### src/rtl/trap_controller.sv
// trap_controller: machine-mode trap CSRs, privilege tracking and stall/flush/redirect sequencing
module trap_controller #(
  parameter int XLEN = 32,
  parameter logic [XLEN-1:0] MTVEC_RESET = '0
) (
  input  logic            i_clk,
  input  logic            i_rst,
  input  logic            i_exception,
  input  logic            i_mret,
  input  logic [3:0]      i_causeNum,
  input  logic            i_extIrq,
  input  logic [XLEN-1:0] i_pc,
  input  logic            i_csrWe,
  input  logic [11:0]     i_csrAddr,
  input  logic [XLEN-1:0] i_csrWdata,
  output logic [XLEN-1:0] o_csrRdata,
  output logic [1:0]      o_privMode,
  output logic            o_stall,
  output logic            o_flush,
  output logic            o_redirect,
  output logic [XLEN-1:0] o_redirectPC
);
  typedef enum logic [1:0] {IDLE, TRAP, RET, REDIR} state_t;
  localparam logic [XLEN-1:0] IRQ_CAUSE = {1'b1, {(XLEN-5){1'b0}}, 4'hB};
  localparam logic [1:0] PRIV_M = 2'b11;
  localparam logic [1:0] PRIV_U = 2'b00;
  state_t state_q, state_d;
  logic [1:0] priv_q, priv_d, mpp_q, mpp_d;
  logic mie_q, mie_d, mpie_q, mpie_d;
  logic [XLEN-1:0] mtvec_q, mtvec_d, mepc_q, mepc_d, mcause_q, mcause_d, target_q, target_d;
  logic [XLEN-1:0] mstatus;
  logic idle, irq_en, take_exc, take_irq, take_ret, csr_wr;
  // event acceptance in priority order and the CSR write gate that yields to any accepted event
  always_comb begin
    idle     = state_q == IDLE;
    irq_en   = i_extIrq && (mie_q || priv_q == PRIV_U);
    take_exc = idle && i_exception;
    take_irq = idle && !i_exception && irq_en;
    take_ret = idle && !i_exception && !irq_en && i_mret && priv_q == PRIV_M;
    csr_wr   = idle && i_csrWe && !(take_exc || take_irq || take_ret);
  end
  // mstatus view and combinational CSR read mux; unmapped addresses read zero
  always_comb begin
    mstatus = '0;
    mstatus[12:11] = mpp_q;
    mstatus[7] = mpie_q;
    mstatus[3] = mie_q;
    o_csrRdata = i_csrAddr == 12'h300 ? mstatus :
                 i_csrAddr == 12'h305 ? mtvec_q :
                 i_csrAddr == 12'h341 ? mepc_q :
                 i_csrAddr == 12'h342 ? mcause_q : '0;
  end
  // next-state: event capture in IDLE, mstatus stacking in TRAP/RET, single redirect pulse
  always_comb begin
    state_d  = state_q;
    priv_d   = priv_q;
    mpp_d    = mpp_q;
    mie_d    = mie_q;
    mpie_d   = mpie_q;
    mtvec_d  = mtvec_q;
    mepc_d   = mepc_q;
    mcause_d = mcause_q;
    target_d = target_q;
    if (take_exc || take_irq) begin
      mepc_d   = {i_pc[XLEN-1:2], 2'b00};
      mcause_d = take_exc ? XLEN'(i_causeNum) : IRQ_CAUSE;
      state_d  = TRAP;
    end else if (take_ret) begin
      state_d = RET;
    end else if (csr_wr) begin
      if (i_csrAddr == 12'h300) begin
        mie_d  = i_csrWdata[3];
        mpie_d = i_csrWdata[7];
        mpp_d  = i_csrWdata[12:11] == PRIV_M ? PRIV_M : PRIV_U;
      end
      if (i_csrAddr == 12'h305) mtvec_d = {i_csrWdata[XLEN-1:2], 2'b00};
      if (i_csrAddr == 12'h341) mepc_d = {i_csrWdata[XLEN-1:2], 2'b00};
      if (i_csrAddr == 12'h342) mcause_d = i_csrWdata;
    end
    if (state_q == TRAP) begin
      mpie_d   = mie_q;
      mie_d    = 1'b0;
      mpp_d    = priv_q;
      priv_d   = PRIV_M;
      target_d = mtvec_q;
      state_d  = REDIR;
    end
    if (state_q == RET) begin
      mie_d    = mpie_q;
      mpie_d   = 1'b1;
      priv_d   = mpp_q;
      mpp_d    = PRIV_U;
      target_d = mepc_q;
      state_d  = REDIR;
    end
    if (state_q == REDIR) state_d = IDLE;
  end
  // state and CSR registers with synchronous reset that also aborts any sequence in flight
  always_ff @(posedge i_clk) begin
    if (i_rst) begin
      state_q  <= IDLE;
      priv_q   <= PRIV_M;
      mpp_q    <= PRIV_U;
      mie_q    <= 1'b0;
      mpie_q   <= 1'b0;
      mtvec_q  <= {MTVEC_RESET[XLEN-1:2], 2'b00};
      mepc_q   <= '0;
      mcause_q <= '0;
      target_q <= '0;
    end else begin
      state_q  <= state_d;
      priv_q   <= priv_d;
      mpp_q    <= mpp_d;
      mie_q    <= mie_d;
      mpie_q   <= mpie_d;
      mtvec_q  <= mtvec_d;
      mepc_q   <= mepc_d;
      mcause_q <= mcause_d;
      target_q <= target_d;
    end
  end
  assign o_privMode   = priv_q;
  assign o_stall      = state_q != IDLE;
  assign o_flush      = state_q == TRAP || state_q == RET;
  assign o_redirect   = state_q == REDIR;
  assign o_redirectPC = target_q;
endmodule

### config.mk
export PLATFORM = sky130hd
export DESIGN_NAME = trap_controller
export DESIGN_NICKNAME = d
export VERILOG_FILES = /design/src/rtl/trap_controller.sv
export SDC_FILE = /design/constraint.sdc
export NUM_CORES = 1
export LEC_CHECK = 0
export ABC_AREA = 1
export CORE_ASPECT_RATIO = 1.2
export CORE_MARGIN = 3
export CORE_UTILIZATION = 51
export DETAILED_ROUTE_END_ITERATION = 16
export GPL_TIMING_DRIVEN = 1
export PLACE_DENSITY = 0.81
export REMOVE_ABC_BUFFERS = 1
export SKIP_LAST_GASP = 1
export SLEW_MARGIN = 10
export SYNTH_ARGS = -nofsm -noshare
export SYNTH_HDL_FRONTEND = slang
export SYNTH_SLANG_ARGS = --single-unit
### constraint.sdc
create_clock -name i_clk -period 2.1 [get_ports i_clk]
set_input_delay 0.42 -clock i_clk [delete_from_list [all_inputs] [get_ports i_clk]]
set_output_delay 0.42 -clock i_clk [all_outputs]
set_load 0.005 [all_outputs]
==> flow_metrics.tcl, run 1 <==
set metrics [dict create \
    status "complete, but fails checks" \
    violations "setup timing" \
    drtPass1Iterations 7 \
    post-synth-top-count-cell "nand2_1" \
    grt_pass1_wl_mm 36.47 \
    async_flop_share 0 \
    vias_per_cell 5.665 \
    yosysTopAreaCell "dfxtp_1" \
    end_kind "output pin" \
    max_freq_mhz 445.1 \
    slowest_stage "nor3b_4" \
    die_height_um 131.5 \
    slew_viol_final 0 \
    pwr-share-clk 0.272 \
    crit_path_end "o_csrRdata[11]" \
    hold_viol 0 \
    synthTopCellsByArea "dfxtp_1 (39%), nand2_1 (11%), o211ai_1 (9.3%), nor2_1 (8.7%), inv_1 (6.3%)" \
    start_util 0.5263 \
    cts_made_buffers 17 \
    antenna_cells 0 \
    combPwrFrac 0.421 \
    io_buffers 150 \
    cts.clk_slew.worst_paths_ns 0.05 \
    drtIter0Drc 772 \
    slowest_delay_ns 0.22 \
    worst_slack_ns -0.1467 \
    layout-drive-gt1-share 0.1880 \
    setup_violations 30 \
    powerDensity_nw_per_um2 1153 \
    synth_mux_area_frac 0 \
    ir_drop_mv 1.331 \
    drc 0 \
    num_io_pins 155 \
    cp.depth 12 \
    reg2reg_from "state_q[0]$_SDFFE_PP0P_" \
    design.core.area_um2 12720 \
    skew_ns 0.007630 \
    whs_ns 0.3508 \
    synth_common_cells "nand2_1 (199), nor2_1 (155), dfxtp_1 (130)" \
    die_w_um 110.6 \
    synthesis.area_um2 6696 \
    synth.avg_cell_area_um2 6.826 \
    ff2ff_setup_slack_ns 0.12 \
    clock_latency_ns 0.42 \
    place_inst 1269 \
    pwr-share-seq 0.306 \
    crit_chain "buf_6 -> inv_2 -> nand2_2 -> nor2_4 -> inv_2 -> nor3b_4 -> buf_6 -> buf_12 -> buf_8 -> nand3_2 -> a31oi_2 -> buf_2" \
    grt_max_degree 64 \
    ys.flop_type "dfxtp_1" \
    required_ns 1.68 \
    critPathLaunchType "primary input" \
    clockRootBuffer "clkbuf_16" \
    synth-edff-count 0 \
    row_count 45 \
    syn2layout_area_growth_pct 42.38 \
    total_power_mw 10.99 \
    antenna_found_initial 0 \
    grt_pass1_vias 7202 \
    ys_ff_latch 130 \
    cts-htree-levels 4 \
    rsz0062_at_grt "true" \
    wl_mm 23.07 \
    syn_inst 981 \
    cp_top_family "buffers and inverters" \
    crit_buf_inv 7 \
    ant_nets 0 \
    cp_max_fo 7 \
    gp_congestion 0.8515 \
    path_class "primary input to output pin" \
    ys_types 36 \
    nNetsFinal 1245 \
    synth-adder-area-share 0.007474 \
    synth_top_family_by_area "simple AND/OR/NAND/NOR gates" \
    synthSimpleGateAreaFrac 0.2739 \
    switching_share 0.3665 \
    cp-startpoint "i_csrAddr[10]" \
    vias 7529 \
    dieArea_um2 14550 \
    seq_area_frac_synth 0.3886 \
    grt_usage 0.3083 \
    fin_crit_sh 1.070 \
    r2r-end "mepc_q[8]$_SDFFE_PP0P_" \
    hold_buffers 0 \
    final_cells 1329 \
    overflow 0 \
    cts_tree "yes" \
    clock-sinks 130 \
    dpl.hpwl_mm 13.48 \
    timing.max_cap.violations 0 \
    intPower_mw 6.963 \
    clk_path_buf_depth 2 \
    post-route-min-period_ns 2.247 \
    synth_warnings 0 \
    reg2reg_depth 11 \
    wl_per_cell_um 17.36 \
    leakagePower_nw 4.093 \
    worst_ep_arrival_time_ns 1.83 \
    hold_path_class "primary input to register" \
    synth_compound_area_frac 0.2022 \
    synth_top_area_share 0.3886 \
    p_sw_mw 4.028 \
    synth_xor_xnor_area_share 0 \
]
## area by class of cell
| cell class | count | area, µm² |
|---|---|---|
| Sequential cell | 130 | 2605 |
| Timing Repair Buffer | 222 | 2228 |
| Multi-Input combinational cell | 664 | 3448 |
| Clock buffer | 24 | 481.7 |
| Fill cell | 928 | 3191 |
| Tap cell | 164 | 205.2 |
| Inverter | 120 | 462.9 |
| Clock inverter | 5 | 102.6 |
## worst reg2reg max path: stages (launching register included)
cell     delay (ns)
dfxtp_2        0.32
inv_1          0.11
ha_4           0.18
nand2_2        0.09
inv_2          0.07
nand3_2        0.16
nand2_4        0.17
a21o_2         0.19
nand2_4        0.11
buf_4          0.20
o21ai_1        0.20
nor2_1         0.08
## worst min path at each step
stage               cells past startpoint                         to                       from  slack, ns
floorplan                               2  mcause_q[10]$_SDFFE_PP0P_  mcause_q[10]$_SDFFE_PP0P_       0.43
global placement                        2  mcause_q[21]$_SDFFE_PP0P_  mcause_q[21]$_SDFFE_PP0P_       0.45
detailed placement                      2  mcause_q[29]$_SDFFE_PP0P_  mcause_q[29]$_SDFFE_PP0P_       0.45
CTS                                     4    state_q[0]$_SDFFE_PP0P_                      i_rst       0.33
global route                            4    state_q[0]$_SDFFE_PP0P_                      i_rst       0.36
finish                                  4    state_q[0]$_SDFFE_PP0P_                      i_rst       0.35
## sequential cells by signal (all words and copies together) (netlist names)
name	flops
o_privMode	2
mcause_q	32
mie_q	1
mepc_q	30
mtvec_q	30
mpp_q	2
mpie_q	1
state_q	2
o_redirectPC	30
## cells in the final DEF, fill, tap and decap left out, drive strengths merged
master | synthesis | layout
nand2 | 207 | 207
nor3b | 2 | 2
bufinv | 0 | 3
nor2 | 160 | 160
o21ai | 91 | 91
nand3 | 63 | 63
a21o | 1 | 1
o211ai | 83 | 83
ha | 4 | 4
dfxtp | 130 | 130
clkdlybuf4s50 | 0 | 105
a21oi | 41 | 41
clkinv | 1 | 1
conb | 1 | 2
o221ai | 1 | 1
clkbuf | 33 | 26
a211oi | 1 | 1
inv | 119 | 120
clkinvlp | 0 | 1
a31oi | 3 | 3
buf | 35 | 115
nor3 | 1 | 1
nand4 | 4 | 4
## timing repair
action | 4_1_cts | 5_1_grt
resized for setup | 224 | 31
buffers inserted | 22 | 7
endpoints found under the setup margin | 34 | 51
cloned | 5 | 0
pin swaps | 29 | 23
## power by group through the flow
| stage | clock network (mW) | registers, mW | logic [mW] |
|---|---|---|---|
| 2_1_floorplan | 0 | 3.36 | 2.30 |
| 3_3_place_gp | 0 | 3.38 | 4.24 |
| 3_5_place_dp | 0 | 3.39 | 4.31 |
| 4_1_cts | 3.01 | 3.35 | 4.45 |
| 5_1_grt | 3.12 | 3.42 | 5.02 |
| 6_report | 3.00 | 3.36 | 4.63 |
## through the flow
step	area [µm²]	utilization	worst slack, ns	TNS, ns
global placement	8572	0.6736	-0.8380	-29.69
global route	9534	0.7493	-0.2369	-5.344
detailed placement	8572	0.6736	-0.8518	-31.62
CTS	9437	0.7416	-0.03148	-0.2276
finish	9534	0.7493	-0.1467	-2.571
floorplan	6301	-	-0.5446	-42.00
## metal layers
layer,up-vias,share of wire,global-route usage
li1,3545,-,-
met1,3430,0.39,0.3656
met2,434,0.48,0.5132
met3,120,0.077,0.05850
met4,0,0.057,0.1875
met5,-,0,0
## kinds of logic after synthesis
logic type               count (synthesis)
AO/OA/AOI/OAI                          221
buffers and inverters                  188
adder cells (fa/ha/maj)                  4
AND/OR/NAND/NOR                        437
other                                    1
flip-flops                             130
Note: power is estimated with default switching activity, not from simulation.
==> run 2, diff against run 1 <==
Settings changed: CAP_MARGIN from default to 20.
==> results of run 2 <==
The final DEF is identical to that of run 1; final timing and power are the same.
